===== config.mk =====
export PLATFORM = sky130hd
export DESIGN_NAME = tensor_core_sequencer_flat
export DESIGN_NICKNAME = d
export VERILOG_FILES = /design/src/rtl/tensor_core_sequencer_if.sv /design/src/rtl/tensor_core_sequencer.sv /design/src/flat_wrapper.sv
export SDC_FILE = /design/constraint.sdc
export NUM_CORES = 1
export LEC_CHECK = 0
export BUFFER_PORTS_ARGS = -buffer_cell sky130_fd_sc_hd__buf_4
export CAP_MARGIN = 20
export CORE_ASPECT_RATIO = 0.6
export CORE_MARGIN = 4
export CORE_UTILIZATION = 43
export CTS_CLUSTER_SIZE = 24
export DETAILED_ROUTE_END_ITERATION = 10
export PLACE_DENSITY = 0.74
export SYNTH_ARGS = -nofsm -noshare
export SYNTH_HDL_FRONTEND = slang
export SYNTH_SLANG_ARGS = --single-unit

===== constraint.sdc =====
create_clock -name clock_in -period 1.6 [get_ports clock_in]
set_input_delay 0.08 -clock clock_in [delete_from_list [all_inputs] [get_ports clock_in]]
set_output_delay 0.08 -clock clock_in [all_outputs]
set_load 0.01 [all_outputs]

===== src/rtl/tensor_core_sequencer_if.sv =====
// ============================================================================
// Module : tensor_core_sequencer_if
// Brief  : Operand, tensor-core register-file and result port bundle for the sequencer.
// Rev    : 1.0 - initial release
// ============================================================================
`default_nettype none

interface tensor_core_sequencer_if #(
    parameter int BUS_WIDTH = 8
);
    logic                 start_in;
    logic                 operand_valid_in;
    logic [BUS_WIDTH-1:0] operand_data_in;
    logic                 operand_ready_out;
    logic                 tc_write_enable_out;
    logic [4:0]           tc_write_address_out;
    logic [BUS_WIDTH-1:0] tc_write_data_out;
    logic                 tc_operate_out;
    logic                 tc_done_in;
    logic [3:0]           tc_read_address_out;
    logic [BUS_WIDTH-1:0] tc_read_data_in;
    logic                 result_valid_out;
    logic [BUS_WIDTH-1:0] result_data_out;
    logic                 result_ready_in;
    logic                 busy_out;
    logic                 job_done_out;
    logic                 error_out;

    // master: the sequencer; slave: front end plus tensor core
    modport master (
        input  start_in, operand_valid_in, operand_data_in, tc_done_in,
               tc_read_data_in, result_ready_in,
        output operand_ready_out, tc_write_enable_out, tc_write_address_out,
               tc_write_data_out, tc_operate_out, tc_read_address_out,
               result_valid_out, result_data_out, busy_out, job_done_out,
               error_out
    );

    modport slave (
        output start_in, operand_valid_in, operand_data_in, tc_done_in,
               tc_read_data_in, result_ready_in,
        input  operand_ready_out, tc_write_enable_out, tc_write_address_out,
               tc_write_data_out, tc_operate_out, tc_read_address_out,
               result_valid_out, result_data_out, busy_out, job_done_out,
               error_out
    );
endinterface

`default_nettype wire


===== src/rtl/tensor_core_sequencer.sv =====
// ============================================================================
// Module : tensor_core_sequencer
// Brief  : Loads both operand matrices, pulses operate, waits for done and
//          streams the result matrix out. Optional watchdog via
//          TENSOR_CORE_SEQUENCER_TIMEOUT_EN.
// Rev    : 1.0 - initial release
// ============================================================================
`default_nettype none

module tensor_core_sequencer #(
    parameter int BUS_WIDTH      = 8,
    parameter int DIM            = 3,
    parameter int TIMEOUT_CYCLES = 64
) (
    input  wire logic                clock_in,
    input  wire logic                reset_n_in,
    tensor_core_sequencer_if.master  bus
);

    localparam logic [4:0] c_LAST_OPER = 5'(2 * DIM * DIM - 1);
    localparam logic [4:0] c_LAST_RES  = 5'(DIM * DIM - 1);

    generate
        if (DIM < 1 || 2 * DIM * DIM > 32 || DIM * DIM > 16 || TIMEOUT_CYCLES < 1) begin : g_bad_params
            $error("tensor_core_sequencer: unsupported DIM/TIMEOUT_CYCLES");
        end
    endgenerate

    typedef enum logic [2:0] {
        ST_IDLE      = 3'd0,
        ST_LOAD      = 3'd1,
        ST_OPERATE   = 3'd2,
        ST_WAIT_DONE = 3'd3,
        ST_DRAIN     = 3'd4
    } state_t;

    state_t               r_state;
    logic [4:0]           r_idx;
    logic                 r_wr_en;
    logic [4:0]           r_wr_addr;
    logic [BUS_WIDTH-1:0] r_wr_data;
    logic                 r_operate;
    logic                 r_res_valid;
    logic [BUS_WIDTH-1:0] r_res_data;
    logic                 r_job_done;
    logic                 w_oper_hs;
    logic                 w_timeout;

    assign w_oper_hs = (r_state == ST_LOAD) && bus.operand_valid_in;

`ifdef TENSOR_CORE_SEQUENCER_TIMEOUT_EN
    localparam int               c_TW    = $clog2(TIMEOUT_CYCLES + 1);
    localparam logic [c_TW-1:0]  c_TLAST = c_TW'(TIMEOUT_CYCLES - 1);
    localparam logic [c_TW-1:0]  c_TONE  = c_TW'(1);

    logic [c_TW-1:0] r_timer;
    logic            r_error;

    assign w_timeout     = (r_timer == c_TLAST);
    assign bus.error_out = r_error;

    // Timer is held at zero outside WAIT_DONE, so every entry starts from 0
    always_ff @(posedge clock_in) begin
        if (!reset_n_in) begin
            r_timer <= '0;
            r_error <= 1'b0;
        end else begin
            r_error <= (r_state == ST_WAIT_DONE) && !bus.tc_done_in && w_timeout;
            if (r_state == ST_WAIT_DONE) begin
                r_timer <= r_timer + c_TONE;
            end else begin
                r_timer <= '0;
            end
        end
    end
`else
    assign w_timeout     = 1'b0;
    assign bus.error_out = 1'b0;
`endif

    always_ff @(posedge clock_in) begin
        if (!reset_n_in) begin
            r_state     <= ST_IDLE;
            r_idx       <= 5'd0;
            r_wr_en     <= 1'b0;
            r_wr_addr   <= 5'd0;
            r_wr_data   <= '0;
            r_operate   <= 1'b0;
            r_res_valid <= 1'b0;
            r_res_data  <= '0;
            r_job_done  <= 1'b0;
        end else begin
            r_wr_en    <= 1'b0;
            r_operate  <= 1'b0;
            r_job_done <= 1'b0;
            case (r_state)
                ST_IDLE: begin
                    // The job-done pulse cycle is still IDLE; a start there is dropped
                    if (bus.start_in && !r_job_done) begin
                        r_state <= ST_LOAD;
                        r_idx   <= 5'd0;
                    end
                end
                ST_LOAD: begin
                    if (w_oper_hs) begin
                        r_wr_en   <= 1'b1;
                        r_wr_addr <= r_idx;
                        r_wr_data <= bus.operand_data_in;
                        if (r_idx == c_LAST_OPER) begin
                            r_state   <= ST_OPERATE;
                            r_operate <= 1'b1;
                            r_idx     <= 5'd0;
                        end else begin
                            r_idx <= r_idx + 5'd1;
                        end
                    end
                end
                ST_OPERATE: begin
                    r_state <= ST_WAIT_DONE;
                end
                ST_WAIT_DONE: begin
                    if (bus.tc_done_in) begin
                        r_state     <= ST_DRAIN;
                        r_idx       <= 5'd0;
                        r_res_valid <= 1'b0;
                    end else if (w_timeout) begin
                        r_state <= ST_IDLE;
                    end
                end
                ST_DRAIN: begin
                    if (!r_res_valid) begin
                        r_res_data  <= bus.tc_read_data_in;
                        r_res_valid <= 1'b1;
                    end else if (bus.result_ready_in) begin
                        r_res_valid <= 1'b0;
                        if (r_idx == c_LAST_RES) begin
                            r_job_done <= 1'b1;
                            r_state    <= ST_IDLE;
                            r_idx      <= 5'd0;
                        end else begin
                            r_idx <= r_idx + 5'd1;
                        end
                    end
                end
                default: begin
                    r_state <= ST_IDLE;
                end
            endcase
        end
    end

    assign bus.operand_ready_out    = (r_state == ST_LOAD);
    assign bus.tc_write_enable_out  = r_wr_en;
    assign bus.tc_write_address_out = r_wr_addr;
    assign bus.tc_write_data_out    = r_wr_data;
    assign bus.tc_operate_out       = r_operate;
    assign bus.tc_read_address_out  = (r_state == ST_DRAIN) ? r_idx[3:0] : 4'd0;
    assign bus.result_valid_out     = r_res_valid;
    assign bus.result_data_out      = r_res_data;
    assign bus.busy_out             = (r_state != ST_IDLE);
    assign bus.job_done_out         = r_job_done;

endmodule

`default_nettype wire


===== src/flat_wrapper.sv =====
// flat-port wrapper written by rule: the top's interface ports become plain ports
module tensor_core_sequencer_flat 
#(
    parameter int BUS_WIDTH      = 8,
    parameter int DIM            = 3,
    parameter int TIMEOUT_CYCLES = 64
)
  (clock_in, reset_n_in, bus_start_in, bus_operand_valid_in, bus_operand_data_in, bus_tc_done_in, bus_tc_read_data_in, bus_result_ready_in, bus_operand_ready_out, bus_tc_write_enable_out, bus_tc_write_address_out, bus_tc_write_data_out, bus_tc_operate_out, bus_tc_read_address_out, bus_result_valid_out, bus_result_data_out, bus_busy_out, bus_job_done_out, bus_error_out);
  tensor_core_sequencer_if #(.BUS_WIDTH(BUS_WIDTH)) bus_i ();
  input  wire logic clock_in;
  input  wire logic reset_n_in;
  input wire logic [$bits(bus_i.start_in)-1:0] bus_start_in;
  input wire logic [$bits(bus_i.operand_valid_in)-1:0] bus_operand_valid_in;
  input wire logic [$bits(bus_i.operand_data_in)-1:0] bus_operand_data_in;
  input wire logic [$bits(bus_i.tc_done_in)-1:0] bus_tc_done_in;
  input wire logic [$bits(bus_i.tc_read_data_in)-1:0] bus_tc_read_data_in;
  input wire logic [$bits(bus_i.result_ready_in)-1:0] bus_result_ready_in;
  output wire logic [$bits(bus_i.operand_ready_out)-1:0] bus_operand_ready_out;
  output wire logic [$bits(bus_i.tc_write_enable_out)-1:0] bus_tc_write_enable_out;
  output wire logic [$bits(bus_i.tc_write_address_out)-1:0] bus_tc_write_address_out;
  output wire logic [$bits(bus_i.tc_write_data_out)-1:0] bus_tc_write_data_out;
  output wire logic [$bits(bus_i.tc_operate_out)-1:0] bus_tc_operate_out;
  output wire logic [$bits(bus_i.tc_read_address_out)-1:0] bus_tc_read_address_out;
  output wire logic [$bits(bus_i.result_valid_out)-1:0] bus_result_valid_out;
  output wire logic [$bits(bus_i.result_data_out)-1:0] bus_result_data_out;
  output wire logic [$bits(bus_i.busy_out)-1:0] bus_busy_out;
  output wire logic [$bits(bus_i.job_done_out)-1:0] bus_job_done_out;
  output wire logic [$bits(bus_i.error_out)-1:0] bus_error_out;
  assign bus_i.start_in = bus_start_in;
  assign bus_i.operand_valid_in = bus_operand_valid_in;
  assign bus_i.operand_data_in = bus_operand_data_in;
  assign bus_i.tc_done_in = bus_tc_done_in;
  assign bus_i.tc_read_data_in = bus_tc_read_data_in;
  assign bus_i.result_ready_in = bus_result_ready_in;
  assign bus_operand_ready_out = bus_i.operand_ready_out;
  assign bus_tc_write_enable_out = bus_i.tc_write_enable_out;
  assign bus_tc_write_address_out = bus_i.tc_write_address_out;
  assign bus_tc_write_data_out = bus_i.tc_write_data_out;
  assign bus_tc_operate_out = bus_i.tc_operate_out;
  assign bus_tc_read_address_out = bus_i.tc_read_address_out;
  assign bus_result_valid_out = bus_i.result_valid_out;
  assign bus_result_data_out = bus_i.result_data_out;
  assign bus_busy_out = bus_i.busy_out;
  assign bus_job_done_out = bus_i.job_done_out;
  assign bus_error_out = bus_i.error_out;
  tensor_core_sequencer #(.BUS_WIDTH(BUS_WIDTH), .DIM(DIM), .TIMEOUT_CYCLES(TIMEOUT_CYCLES)) u_core (.clock_in(clock_in), .reset_n_in(reset_n_in), .bus(bus_i));
endmodule

==> results of run 1 <==
layer usage:
layer	global-route usage (%)	part of all wire (%)	wire [microns]
met5	0	0	0
met4	6.250	0	0
met3	5.599	8.5	335
met2	28.99	47	1863
met1	21.74	44	1762
timing repair:
item,4_1_cts,5_1_grt
resized for setup,2,13
hold endpoints to repair,0,0
buffers inserted,0,4
endpoints found under the setup margin,5,12
pin swaps,0,8
state kept, by name (all words and copies together), names as in the netlist:
name and flops:
u_core.bus.tc_write_address_out 5, u_core.bus.job_done_out 1, u_core.bus.tc_operate_out 1, u_core.bus.tc_write_data_out 8, u_core.bus.tc_write_enable_out 1, u_core.bus.result_valid_out 1, u_core.r_state 3, u_core.bus.result_data_out 8
u_core.r_idx 5
layout make-up:
type	instances	area, sq um	area share, %
Clock buffer	7	86.33	4.059
Clock inverter	1	30.03	1.412
Inverter	3	13.76	0.6471
Multi-Input combinational cell	127	777.0	36.53
Sequential cell	33	664.4	31.24
Tap cell	42	52.55	2.471
Timing Repair Buffer	67	503.0	23.65
worst max path at each step:
stage	start	to	slack, ps	depth (start not counted)
detailed placement	u_core.r_idx[0]$_SDFFE_PN0P_	u_core.r_idx[3]$_SDFFE_PN0P_	-90	7
finish	u_core.r_state[1]$_SDFFE_PN0P_	u_core.r_idx[4]$_SDFFE_PN0P_	40	5
floorplan	u_core.r_idx[0]$_SDFFE_PN0P_	u_core.r_idx[3]$_SDFFE_PN0P_	30	7
CTS	u_core.r_idx[0]$_SDFFE_PN0P_	u_core.r_idx[3]$_SDFFE_PN0P_	4	7
global route	u_core.r_idx[0]$_SDFFE_PN0P_	u_core.r_idx[2]$_SDFFE_PN0P_	-20	7
global placement	u_core.r_idx[1]$_SDFFE_PN0P_	u_core.r_idx[3]$_SDFFE_PN0P_	10	7
power by group through the flow:
stage	clock [uW]	combinational (uW)	sequential, uW
2_1_floorplan	0	87.2	866
3_3_place_gp	0	172	864
3_5_place_dp	0	176	866
4_1_cts	799	178	848
5_1_grt	852	209	852
6_report	785	195	850
cells by family after synthesis:
logic type / Yosys count / share of synthesized area, %
DFF: 33 / 45.67
other: 1 / 0.2593
and+or+nand+nor: 83 / 29.15
AOI/OAI and AO/OA: 40 / 17.99
adders and majority gates: 3 / 2.595
buffers and inverters: 12 / 4.325
metrics by stage:
| step | total power [uW] | TNS (ps) |
|---|---|---|
| 2_1_floorplan | 953.5 | 0 |
| 3_3_place_gp | 1037 | 0 |
| 3_5_place_dp | 1042 | -249.4 |
| 4_1_cts | 1825 | 0 |
| 5_1_grt | 1913 | -20.94 |
| 6_report | 1830 | 0 |
placed cells by master (no fill, tap or decap), types with 2 or more instances in the layout:
cell / instances
nor2_1: 6
nand2_2: 2
dfxtp_2: 3
nor3b_1: 3
clkbuf_8: 6
a21oi_1: 24
dfxtp_1: 30
buf_4: 67
a32o_1: 3
nand2_1: 45
nor2_2: 2
nand2b_1: 4
and2_1: 3
ha_1: 2
o21ai_1: 3
and3_2: 2
and3_1: 4
cells in the mapped netlist (all sizes together):
| library cell | count | area [sq um] |
|---|---|---|
| nand2 | 48 | 182.7 |
| dfxtp | 33 | 660.6 |
| a21oi | 24 | 120.1 |
| nor2 | 8 | 35.03 |
| and3 | 6 | 40.03 |
| buf | 6 | 40.04 |
| o21ai | 5 | 25.02 |
| nand2b | 4 | 25.02 |
| nor3b | 4 | 41.29 |
| a32o | 3 | 30.03 |
| and2 | 3 | 18.77 |
| clkbuf | 3 | 11.26 |
| ha | 3 | 37.54 |
| inv | 3 | 11.26 |
| nor3 | 2 | 10.01 |
| o22a | 2 | 18.77 |
| a221oi | 1 | 8.760 |
| a22oi | 1 | 7.510 |
| a2bb2oi | 1 | 26.28 |
| a311oi | 1 | 8.760 |
| a31o | 1 | 8.760 |
| a31oi | 1 | 6.260 |
| and2b | 1 | 8.760 |
| conb | 1 | 3.750 |
| nand3 | 1 | 5.000 |
| nand3b | 1 | 7.510 |
| nand4bb | 1 | 11.26 |
| nor2b | 1 | 13.76 |
| or2b | 1 | 7.510 |
| or3 | 1 | 6.260 |
| or3b | 1 | 8.760 |
critical path: stages, from the launching register on:
cell	delay, ps
dfxtp_1	370
or2b_1	280
a31oi_1	190
o22a_2	260
o21ai_1	90
a32o_1	250
==> flow_metrics.env, run 1 <==
export IMPL_path_max_fanout=7
export IMPL_seqPwrFrac_pct=46.4
export IMPL_via_per_inst=5.089
export IMPL_n_antenna_cell=0
export IMPL_power_share_combinational_pct=10.7
export IMPL_p_sw_share_pct=20.96
export IMPL_yosys_register_bits=33
export IMPL_maxSlewViolCount=0
export IMPL_max_cap_violations=0
export IMPL_hold_worst_slack_ps=23.61
export IMPL_grt_antenna_before_repair=0
export IMPL_cts_root_buf="clkbuf_8"
export IMPL_hold_path_endpoint="u_core.bus.result_valid_out$_SDFFE_PN0P_"
export IMPL_dr_first_iter_drc_count=89
export IMPL_timing_hold_worst_class="in -> reg"
export IMPL_grt_pass1_vias=1388
export IMPL_endpoint_required_time_on_the_critical_path_ps=1760
export IMPL_layout_setup_ws_ps=40.42
export IMPL_detailed_place_hpwl_microns=2958
export IMPL_wl_microns=3961
export IMPL_dp_cells=268
export IMPL_port_buffers=52
export IMPL_final_hold_violation_count=0
export IMPL_place_gp_congestion=0.8076
export IMPL_std_cell_rows=15
export IMPL_num_fill_cells=240
export IMPL_p_per_area_nw_per_um2=860.3
export IMPL_core_area_sq_um=3040
export IMPL_finish_instance_area_sq_um=2127
export IMPL_cp_end_kind="register"
export IMPL_final_instance_count_excl_fill=280
export IMPL_sinks_on_clock_net=33
export IMPL_p_sw_uw=383.5
export IMPL_post_route_min_period_ps=1560
export IMPL_die_width_microns=82.88
export IMPL_die_h_microns=52.93
export IMPL_worstRegToRegCells=5
export IMPL_crit_arrival_ps=1720
export IMPL_groute_usage_overall_pct=17.51
export IMPL_syn_area_sq_um=1446
export IMPL_hold_path_cell_count=2
export IMPL_place_area_sq_um=1921
export IMPL_ys_seq_area_share_pct=45.67
export IMPL_source_of_the_worst_hold_timing_path="bus_result_ready_in"
export IMPL_first_pass_iters=4
export IMPL_timing_clock_skew_ps=5.618
export IMPL_total_number_of_vias=1425
export IMPL_cellInternalPower_uw=1446
export IMPL_maximum_number_of_pins_on_one_net_before_global_route_repair=15
export IMPL_synthesis_yosys_warnings=0
export IMPL_grt_first_pass_wirelength_microns=6072
export IMPL_tritoncts="yes"
export IMPL_layout_nets=262
export IMPL_post_drt_wl_per_cell_microns=14.15
export IMPL_netlist_cell_type_count=38
export IMPL_num_io_pins=54
export IMPL_cts_buffers=5
export IMPL_final_min_period_over_clock_period_pct=97.47
export IMPL_reg2reg_end="u_core.r_idx[4]$_SDFFE_PN0P_"
export IMPL_finalSetupViolCount=0
export IMPL_peakVddDrop_v=0.0005151
export IMPL_cts_htree_levels=2
export IMPL_crit_reg2reg_launch="u_core.r_state[1]$_SDFFE_PN0P_"
export IMPL_syn_instance_count=172
export IMPL_postSynthNetCount=197
export IMPL_clk_insertion_delay_late_ps=270
export IMPL_run_status="finished clean"
export IMPL_setup_worst_path_class="reg -> reg"
export IMPL_hold_buffer_count_at_cts=0
export IMPL_fin_util_pct=69.96
export IMPL_start_util_pct=47.57
export IMPL_clock_power_share_pct=42.9
export IMPL_postSynthAreaPerCell_sq_um=8.409
export IMPL_cp_start_kind="register"
export IMPL_rrSetupSlack_ps=40
export IMPL_fp_dieArea_sq_um=4386
export IMPL_gr_total_overflow=0
export IMPL_cts_clk_slew_worst_paths_ps=70
export IMPL_cts_buffer_depth=2
export IMPL_clock_fmax_ghz=0.6412
export IMPL_areaGrowthSynthToFinish_pct=47.06
export IMPL_pre_cts_ws_ps=-87.58
export IMPL_ant_nets=0
export IMPL_p_leak_uw=0.0009086
export IMPL_drc_errors=0
export IMPL_layout_drive_gt1_share_pct=39.92
No activity file was read; power rests on OpenSTA's default activity.
==> inputs of run 2 (changes only) <==
--- a/config.mk
+++ b/config.mk
@@ -12,6 +12,7 @@
 export CORE_UTILIZATION = 43
 export CTS_CLUSTER_SIZE = 24
 export DETAILED_ROUTE_END_ITERATION = 10
+export GPL_TIMING_DRIVEN = 0
 export PLACE_DENSITY = 0.74
 export SYNTH_ARGS = -nofsm -noshare
 export SYNTH_HDL_FRONTEND = slang
==> flow_metrics.env, run 2 (same netlist as run 1, synthesis figures left out) <==
export IMPL_endpoint_required_time_on_the_critical_path_ps=1770
export IMPL_path_max_fanout=8
export IMPL_core_area_sq_um=3040
export IMPL_num_io_pins=54
export IMPL_ant_nets=0
export IMPL_crit_arrival_ps=1790
export IMPL_areaGrowthSynthToFinish_pct=44.03
export IMPL_clk_insertion_delay_late_ps=280
export IMPL_worstRegToRegCells=5
export IMPL_start_util_pct=47.57
export IMPL_place_area_sq_um=1882
export IMPL_cts_buffer_depth=2
export IMPL_multi_input_area_sq_um=774.5
export IMPL_std_cell_rows=15
export IMPL_die_width_microns=82.88
export IMPL_cts_clk_slew_worst_paths_ps=70
export IMPL_cp_end_kind="register"
export IMPL_detailed_place_hpwl_microns=2847
export IMPL_cts_htree_levels=2
export IMPL_hold_worst_slack_ps=14.89
export IMPL_via_per_inst=5.201
export IMPL_cts_buffers=5
export IMPL_p_leak_uw=0.0008842
export IMPL_timing_critical_path_cells="or2b_1 -> a31oi_1 -> o22a_2 -> o21ai_1 -> a32o_1"
export IMPL_port_buffers=51
export IMPL_layout_setup_ws_ps=-16.09
export IMPL_groute_usage_overall_pct=17.59
export IMPL_p_per_area_nw_per_um2=827.3
export IMPL_hold_path_cell_count=2
export IMPL_layout_common_cells="buf_4 (60), nand2_1 (46), dfxtp_1 (29)"
export IMPL_max_cap_violations=0
export IMPL_fin_util_pct=68.52
export IMPL_maxSlewViolCount=0
export IMPL_most_common_cell_after_layout_fill_and_taps_aside="buf_4"
export IMPL_n_antenna_cell=0
export IMPL_power_share_combinational_pct=11.6
export IMPL_run_status="finished, violations left"
export IMPL_p_sw_share_pct=23.15
export IMPL_wl_microns=3961
export IMPL_dr_first_iter_drc_count=159
export IMPL_cellInternalPower_uw=1324
export IMPL_p_sw_uw=399.0
export IMPL_failed_checks="negative setup slack"
export IMPL_num_fill_cells=257
export IMPL_grt_first_pass_wirelength_microns=6127
export IMPL_maximum_number_of_pins_on_one_net_before_global_route_repair=11
export IMPL_layout_nets=260
export IMPL_ff_latch_area_sq_um=668.1
export IMPL_grt_antenna_before_repair=0
export IMPL_sinks_on_clock_net=33
export IMPL_setup_worst_path_class="reg -> reg"
export IMPL_place_gp_congestion=0.8219
export IMPL_finalSetupViolCount=4
export IMPL_clock_fmax_ghz=0.6188
export IMPL_final_hold_violation_count=0
export IMPL_grt_pass1_vias=1305
export IMPL_crit_buf_inv=0
export IMPL_timing_hold_worst_class="in -> reg"
export IMPL_fp_dieArea_sq_um=4386
export IMPL_crit_path_max_incr_delay_ps=380
export IMPL_peakVddDrop_v=0.0004386
export IMPL_total_number_of_vias=1446
export IMPL_timing_clock_skew_ps=8.306
export IMPL_first_pass_iters=4
export IMPL_die_h_microns=52.93
export IMPL_layout_drive_gt1_share_pct=38.98
export IMPL_clock_power_share_pct=39.5
export IMPL_drc_errors=0
export IMPL_timing_critical_path_slowest_stage_cell="dfxtp_2"
export IMPL_cts_root_buf="clkbuf_8"
export IMPL_cp_start_kind="register"
export IMPL_tritoncts="yes"
export IMPL_gr_total_overflow=0
export IMPL_final_min_period_over_clock_period_pct=101.0
export IMPL_critical_path_cell_count=5
export IMPL_finish_instance_area_sq_um=2083
export IMPL_critPathTopFamily="compound AO/OA/AOI/OAI gates"
export IMPL_seqPwrFrac_pct=48.9
export IMPL_post_drt_wl_per_cell_microns=14.25
export IMPL_post_route_min_period_ps=1616
[run 2: final timing paths]
path | from | end | slack, ps
worst max-delay path | u_core.r_state[1]$_SDFFE_PN0P_ | u_core.r_idx[3]$_SDFFE_PN0P_ | -20
worst min-delay path | bus_result_ready_in | u_core.bus.result_valid_out$_SDFFE_PN0P_ | 10
worst max register to register | u_core.r_state[1]$_SDFFE_PN0P_ | u_core.r_idx[3]$_SDFFE_PN0P_ | -20
worst min register to register | u_core.bus.tc_write_data_out[7]$_SDFFE_PN0P_ | u_core.bus.tc_write_data_out[7]$_SDFFE_PN0P_ | 460
[run 2: final cells by class]
class,instances,area share (%)
buffer,9,2.523
clock buffer,7,4.625
clock inverter,1,0.2402
inverter,3,0.6607
multi-input combinational,127,37.18
sequential,33,32.07
tap,42,2.523
timing repair buffer,56,20.18
[run 2: power groups by stage]
| stage | Clock (uW) | Combinational, uW | Sequential, uW |
|---|---|---|---|
| floorplan | 0 | 87.2 | 866 |
| global placement | 0 | 170 | 861 |
| detailed placement | 0 | 175 | 862 |
| CTS | 690 | 183 | 843 |
| global route | 720 | 216 | 845 |
| finish | 681 | 199 | 844 |
[run 2: stage by stage]
step / cells / worst slack (ps) / total power, uW / TNS (ps)
2_1_floorplan: 172 / 32.28 / 953.5 / 0
3_3_place_gp: 265 / -169.0 / 1032 / -629.2
3_5_place_dp: 265 / -188.4 / 1038 / -698.7
4_1_cts: 276 / -4.682 / 1716 / -4.682
5_1_grt: 278 / -36.77 / 1781 / -129.5
6_report: 278 / -16.09 / 1723 / -38.12
[run 2: repair_timing]
item	CTS	global route
pin swaps	2	5
endpoints found under the setup margin	6	19
hold buffers	0	0
setup buffers	3	2
cloned	0	0
hold endpoints to repair	0	0
gates resized for setup	8	10
[run 2: routing by layer]
metal | GRT usage (%) | wire (microns) | part of all wire, %
met5 | 0 | 0 | 0
met4 | 4.891 | 17 | 0.43
met3 | 5.443 | 314 | 7.9
met2 | 28.46 | 1824 | 46
met1 | 22.92 | 1803 | 46
